## src/rtl/mips_pkg.sv

```systemverilog
// Shared types and default widths for the MIPS processor memory subsystem.
// owner_t tags which requester a pending memory read belongs to.
package mips_pkg;

    localparam int DEF_ADDR_W = 32;
    localparam int DEF_DATA_W = 32;
    localparam int STREAK_W   = 4;

    typedef enum logic [1:0] {
        OWN_NONE = 2'd0,
        OWN_IF   = 2'd1,
        OWN_D    = 2'd2
    } owner_t;

endpackage

```

## src/rtl/mem_port_arbiter.sv

```systemverilog
// Shares one single-port synchronous memory between the instruction-fetch and
// data ports; data wins ties, but a streak limit keeps fetch from starving.
module mem_port_arbiter
    import mips_pkg::*;
#(
    parameter int ADDR_W     = DEF_ADDR_W,
    parameter int DATA_W     = DEF_DATA_W,
    parameter int MAX_STREAK = 4
) (
    input  logic              clk,
    input  logic              rst,
    input  logic              if_req,
    input  logic [ADDR_W-1:0] if_addr,
    output logic              if_gnt,
    output logic              if_rvalid,
    output logic [DATA_W-1:0] if_rdata,
    input  logic              d_req,
    input  logic              d_we,
    input  logic [ADDR_W-1:0] d_addr,
    input  logic [DATA_W-1:0] d_wdata,
    output logic              d_gnt,
    output logic              d_rvalid,
    output logic [DATA_W-1:0] d_rdata,
    output logic              mem_en,
    output logic              mem_we,
    output logic [ADDR_W-1:0] mem_addr,
    output logic [DATA_W-1:0] mem_wdata,
    input  logic [DATA_W-1:0] mem_rdata
);

    localparam logic [STREAK_W-1:0] STREAK_MAX = STREAK_W'(MAX_STREAK);

    owner_t              rd_owner;
    logic [STREAK_W-1:0] streak;

    // Grants are gated by reset directly so nothing is accepted while rst=0,
    // even in the part of a cycle after reset asserts asynchronously.
    // NOTE: every output of this block gets a default first, so no path can
    // leave a signal unassigned and infer a latch.
    always_comb begin
        if_gnt    = 1'b0;
        d_gnt     = 1'b0;
        mem_en    = 1'b0;
        mem_we    = 1'b0;
        mem_addr  = '0;
        mem_wdata = '0;
        if (rst) begin
            if (d_req && !(if_req && streak == STREAK_MAX)) begin
                d_gnt = 1'b1;
            end else if (if_req) begin
                if_gnt = 1'b1;
            end
        end
        if (d_gnt) begin
            mem_en    = 1'b1;
            mem_we    = d_we;
            mem_addr  = d_addr;
            mem_wdata = d_wdata;
        end else if (if_gnt) begin
            mem_en   = 1'b1;
            mem_addr = if_addr;
        end
    end

    // NOTE: state registers use non-blocking assignments so every flop
    // samples the pre-edge value of the others, independent of block order.
    always_ff @(posedge clk or negedge rst) begin
        if (!rst) begin
            rd_owner <= OWN_NONE;
            streak   <= '0;
        end else begin
            if (d_gnt && !d_we) begin
                rd_owner <= OWN_D;
            end else if (if_gnt) begin
                rd_owner <= OWN_IF;
            end else begin
                rd_owner <= OWN_NONE;
            end

            // Counts data wins only while fetch is actually waiting.
            if (!if_req || if_gnt) begin
                streak <= '0;
            end else if (d_gnt && streak != STREAK_MAX) begin
                streak <= streak + 1'b1;
            end
        end
    end

    assign if_rvalid = (rd_owner == OWN_IF);
    assign d_rvalid  = (rd_owner == OWN_D);
    assign if_rdata  = if_rvalid ? mem_rdata : '0;
    assign d_rdata   = d_rvalid  ? mem_rdata : '0;

endmodule

```

## config.mk

```make
export PLATFORM = sky130hd
export DESIGN_NAME = mem_port_arbiter
export DESIGN_NICKNAME = d
export VERILOG_FILES = /design/src/rtl/mips_pkg.sv /design/src/rtl/mem_port_arbiter.sv
export SDC_FILE = /design/constraint.sdc
export NUM_CORES = 1
export LEC_CHECK = 0
export CAP_MARGIN = 40
export CORE_AREA = 2 2 104 106
export CTS_BUF_LIST = sky130_fd_sc_hd__clkbuf_8
export CTS_CLUSTER_DIAMETER = 120
export CTS_CLUSTER_SIZE = 25
export DETAILED_ROUTE_END_ITERATION = 6
export DIE_AREA = 0 0 106 108
export PLACE_DENSITY = 0.59
export SLEW_MARGIN = 25
export SYNTH_ARGS = -nofsm -noshare
export SYNTH_HDL_FRONTEND = slang
export SYNTH_SLANG_ARGS = --single-unit
```

## constraint.sdc

```tcl
create_clock -name clk -period 6.8 [get_ports clk]
set_clock_uncertainty 0.1 [all_clocks]
set_input_delay 2.04 -clock clk [delete_from_list [all_inputs] [get_ports clk]]
set_output_delay 2.04 -clock clk [all_outputs]
set_load 0.005 [all_outputs]
```

# Yosys cells after proc, flatten, opt, wreduce, memory -nomap -nowiden
# Index checks and enable logic that the tools add are counted.
[totals] wordCells=33 inputBits=133 output_inout_bits=134 register_bits=6
[classes] n_eq_ne=4 n_mux=17 n_addsub=1 reduce_logical=9
[op_table] op="$mux W32" n=5
[op_table] op="$mux W1" n=9
[op_table] op="$mux W4" n=2
[op_table] op="$add A4 B1 Y4 const B" n=1
[op_table] op="$eq A4 B3 Y1 const B" n=1
[op_table] op="$logic_and A1 B1 Y1" n=4
[op_table] op="$ne A4 B3 Y1 const B" n=1
[op_table] op="$logic_not A1 Y1" n=3
[op_table] op="$eq A2 B1 Y1 const B" n=1
[op_table] op="$eq A2 B2 Y1 const B" n=1
[op_table] op="$mux W2" n=1
[op_table] op="$reduce_bool A2 Y1" n=1
[op_table] op="$logic_or A1 B1 Y1" n=1

# Longest topological paths before layout
[depth] word_depth=9 depth_mapped=7 depth_no_buf=5

# Worst setup path after synthesis
# Ideal clock, no wire load.
[synth_timing] kind="input to output" start="input port if_req" end="output port mem_addr[26]" n_path_buf=2 required_ps=4660 t_arrival_ps=2795 setup_slack_ps=1865 path_stages=5 path_cell_list="inv_1 -> o211a_1 -> buf_6 -> buf_6 -> a22o_1"
[synth_between] elab_chain_cells=7 elab_cells_between_ends=10 cone_classes="7 x mux; 3 x reduce/logical"
[synth_rtl] element="from (decl)" line="mem_port_arbiter.sv:12" text="input logic if_req,"
[synth_rtl] element="$logic_and A1 B1 Y1" line="mem_port_arbiter.sv:48" text="if (d_req && !(if_req && streak == STREAK_MAX)) begin"
[synth_rtl] element="$logic_not A1 Y1" line="mem_port_arbiter.sv:48"
[synth_rtl] element="$logic_and A1 B1 Y1" line="mem_port_arbiter.sv:48"
[synth_rtl] element="$mux W1" line="mem_port_arbiter.sv:48"
[synth_rtl] element="$mux W1" line="mem_port_arbiter.sv:47" text="if (rst) begin"
[synth_rtl] element="$mux W32" line="mem_port_arbiter.sv:59" text="end else if (if_gnt) begin"
[synth_rtl] element="$mux W32 (*)" line="mem_port_arbiter.sv:54" text="if (d_gnt) begin"
[synth_rtl] element="to (decl)" line="mem_port_arbiter.sv:26" text="output logic [ADDR_W-1:0] mem_addr,"
# Mark *: on every way between the ends. The rest lies on a longest branch, timed or not.

# Worst setup path after layout
[layout_timing] start="input port rst" end="output port mem_addr[23]"
[layout_between] elab_chain_cells=3 elab_cells_between_ends=4 cone_classes="4 x mux"
[layout_rtl] element="from (decl)" line="mem_port_arbiter.sv:11" text="input logic rst,"
[layout_rtl] element="$mux W1" line="mem_port_arbiter.sv:47"
[layout_rtl] element="$mux W32" line="mem_port_arbiter.sv:59"
[layout_rtl] element="$mux W32 (*)" line="mem_port_arbiter.sv:54"
# Marks and branches as above.

==> flow_metrics.env <==
export IMPL_dp_hpwl_um=7120
export IMPL_start_kind="input pin"
export IMPL_drt_pass1_iter_count=5
export IMPL_cts_sinks=6
export IMPL_drtIter0Drc=97
export IMPL_layoutNonFillerInstCount=572
export IMPL_netlist_area_um2=1310
export IMPL_grt_pass1_wl_um=11300
export IMPL_maxSlewViolCount=0
export IMPL_yosys_warnings=0
export IMPL_grt_max_degree=68
export IMPL_ys_ff_latch=6
export IMPL_groute_usage_overall_pct=12.3
export IMPL_first_global_vias=2119
export IMPL_yosysSeqAreaShare_pct=11.4
export IMPL_layout_nets=573
export IMPL_clk_pin_slew_ns=0.04
export IMPL_post_route_cell_area_um2=4150
export IMPL_io_pin_count=267
export IMPL_gp_congestion=0.817
export IMPL_fp_dieArea_um2=11400
export IMPL_clock_latency_ns=0.23
export IMPL_max_freq_mhz=160
export IMPL_drive_above_1_share_pct=2.06
export IMPL_worst_slew_pin_slew_ns=0.406
export IMPL_initial_core_util_pct=12.8
export IMPL_viasPerCell=4.01
export IMPL_area_growth_pct=216
export IMPL_cts_setup_buffers=0
export IMPL_n_fill_cell=1057
export IMPL_crit_path_end_kind="output pin"
export IMPL_fp_dieW_um=106
export IMPL_criticalPathCategory="input pin to output pin"
export IMPL_crit_start="rst"
export IMPL_maxCapViolCount=0
export IMPL_vias=2294
export IMPL_fin_crit_sh_pct=91.9
export IMPL_placedCellCount=569
export IMPL_remaining_drc_errors=0
export IMPL_gr_total_overflow=0
export IMPL_rr_worst_depth=6
export IMPL_cts_tree="done"
export IMPL_required_ns=4.66
export IMPL_power_leakage_nw=1.59
export IMPL_finalSetupViolations=0
export IMPL_cts_buffers=3
export IMPL_timing_rr_end="rd_owner[1]$_DFF_PN0_"
export IMPL_clock_path_buffers=2
export IMPL_p_per_area_nw_per_um2=67.7
export IMPL_routedWlPerCell_um=14.0
export IMPL_placedInstanceArea_um2=4110
export IMPL_timing_hold_ws_ns=0.376
export IMPL_syn_num_nets=315
export IMPL_timing_final_hold_violations=0
export IMPL_cts_hold_buffers=0
export IMPL_antenna_found_initial=0
export IMPL_finalSetupTns_ns=0
export IMPL_clockRootBuffer="clkbuf_8"
export IMPL_ant_nets=0
export IMPL_syn_area_per_cell_um2=7.30
export IMPL_hold_path_end="streak[3]$_DFFE_PN0P_"
export IMPL_rsz0062_at_grt="false"
export IMPL_r2r_start="streak[0]$_DFFE_PN0P_"
export IMPL_synthDistinctLibCells=21
export IMPL_core_um2=10200
export IMPL_status="completed"
export IMPL_synth_cells=180
export IMPL_vdd_drop_max_uv=39.1
export IMPL_holdPathStages=1
export IMPL_min_period_ns=6.25
export IMPL_maxSlewHeadroom_pct=72.8
export IMPL_min_delay_start="streak[3]$_DFFE_PN0P_"
export IMPL_die_h_um=108
export IMPL_diodes=0
export IMPL_crit_arrival_ns=4.11
export IMPL_io_buffers=266
export IMPL_min_path_type="flip-flop to flip-flop"
export IMPL_cts_resized=0
export IMPL_crit_fanout=33
export IMPL_num_rows=37
export IMPL_r2r_slack_ns=5.17
export IMPL_cts_htree_levels=1
export IMPL_routed_wirelength_um=8040
[worst max path at each step]
stage                   end  slack (ns)  depth (start not counted)
2_1_floorplan  mem_addr[26]        1.86                          5
5_1_grt        mem_addr[22]        0.33                          6
6_report       mem_addr[23]        0.55                          6
4_1_cts        mem_addr[24]        0.50                          6
3_5_place_dp   mem_addr[24]        0.50                          6
3_3_place_gp   mem_addr[24]        0.55                          6
[registers in the layout, summed over array words and instances, names as in the netlist]
| signal | cells |
|---|---|
| rd_owner | 2 |
| streak | 4 |
[where the power goes]
part	switching (W)	leakage [nW]	total (W)	internal [W]
Combinational	0.0000529	1.49	0.000189	0.000136
Sequential	0.000000945	0.0820	0.0000381	0.0000371
Clock	0.0000160	0.0216	0.0000541	0.0000381
Total	0.0000698	1.59	0.000281	0.000211
[layer usage]
| layer | global-route usage (%) | share of wire, % | up-vias |
|---|---|---|---|
| li1 | - | - | 1126 |
| met1 | 11.5 | 33 | 997 |
| met2 | 25.0 | 53 | 165 |
| met3 | 4.52 | 13 | 6 |
| met4 | 2.82 | 1.2 | 0 |
| met5 | 0 | 0 | - |
[cell usage in the layout (no fill, tap or decap)]
master and instances:
o21a_1 1, buf_12 1, buf_4 3, o211a_1 1, ha_1 2, nand3_1 3, and3_1 1, a21oi_1 2
o21ai_0 2, a31oi_1 2, nor2b_1 4, mux2i_1 1, dfrtp_1 6, a22o_1 32, nand2_1 1, clkbuf_8 3
clkdlybuf4s50_1 266, and2_1 97, a21oi_2 1, nand3b_4 1, nand3b_1 2, inv_1 4
[through the flow]
stage          util, %  worst slack [ns]  power [W]
6_report          40.5             0.552   0.000281
5_1_grt           40.5             0.335   0.000297
4_1_cts           40.5             0.495   0.000285
3_5_place_dp      40.1             0.497   0.000230
3_3_place_gp      40.1             0.547   0.000228
2_1_floorplan        -              1.86  0.0000826
[cells in the mapped netlist]
library cell / n / share of area (%)
buf_6: 2 / 1.7
dfrtp_1: 6 / 11
inv_1: 4 / 1.1
nand3b_4: 1 / 1.5
buf_2: 3 / 1.1
a21oi_1: 2 / 0.76
nor2b_1: 4 / 1.9
a31oi_1: 2 / 0.95
nand2_1: 1 / 0.29
ha_1: 2 / 1.9
a22o_1: 32 / 21
nand3_1: 3 / 1.1
o21ai_0: 2 / 0.76
and2_1: 97 / 46
and3_1: 1 / 0.48
nand3b_1: 2 / 1.1
o21a_1: 1 / 0.57
o211a_1: 1 / 0.76
a21oi_2: 1 / 0.67
clkbuf_1: 12 / 3.4
mux2i_1: 1 / 0.76
[cell type report]
class	instances	area [um^2]	area share [%]
timing repair buffer	270	2710	65.2
multi-input combinational	153	1070	25.7
tap	136	170	4.10
sequential	6	150	3.62
clock buffer	3	41.3	0.995
inverter	4	15.0	0.362
[worst max-delay path, stage by stage]
cell             delay [ns]
clkdlybuf4s50_1        0.72
nand2_1                0.15
a21oi_2                0.12
buf_4                  0.33
a22o_1                 0.21
clkdlybuf4s50_1        0.54
[kinds of logic (layout without fill, tap and decap cells)]
| kind of cell | Yosys count | count (layout) | share of synthesized area, % |
|---|---|---|---|
| simple gates | 109 | 109 | 52.7 |
| compound gates | 41 | 41 | 25.8 |
| buf+inv | 21 | 277 | 7.43 |
| flops | 6 | 6 | 11.4 |
| fa+ha+maj | 2 | 2 | 1.90 |
| mux | 1 | 1 | 0.762 |
(Power assumes the default switching activity.)
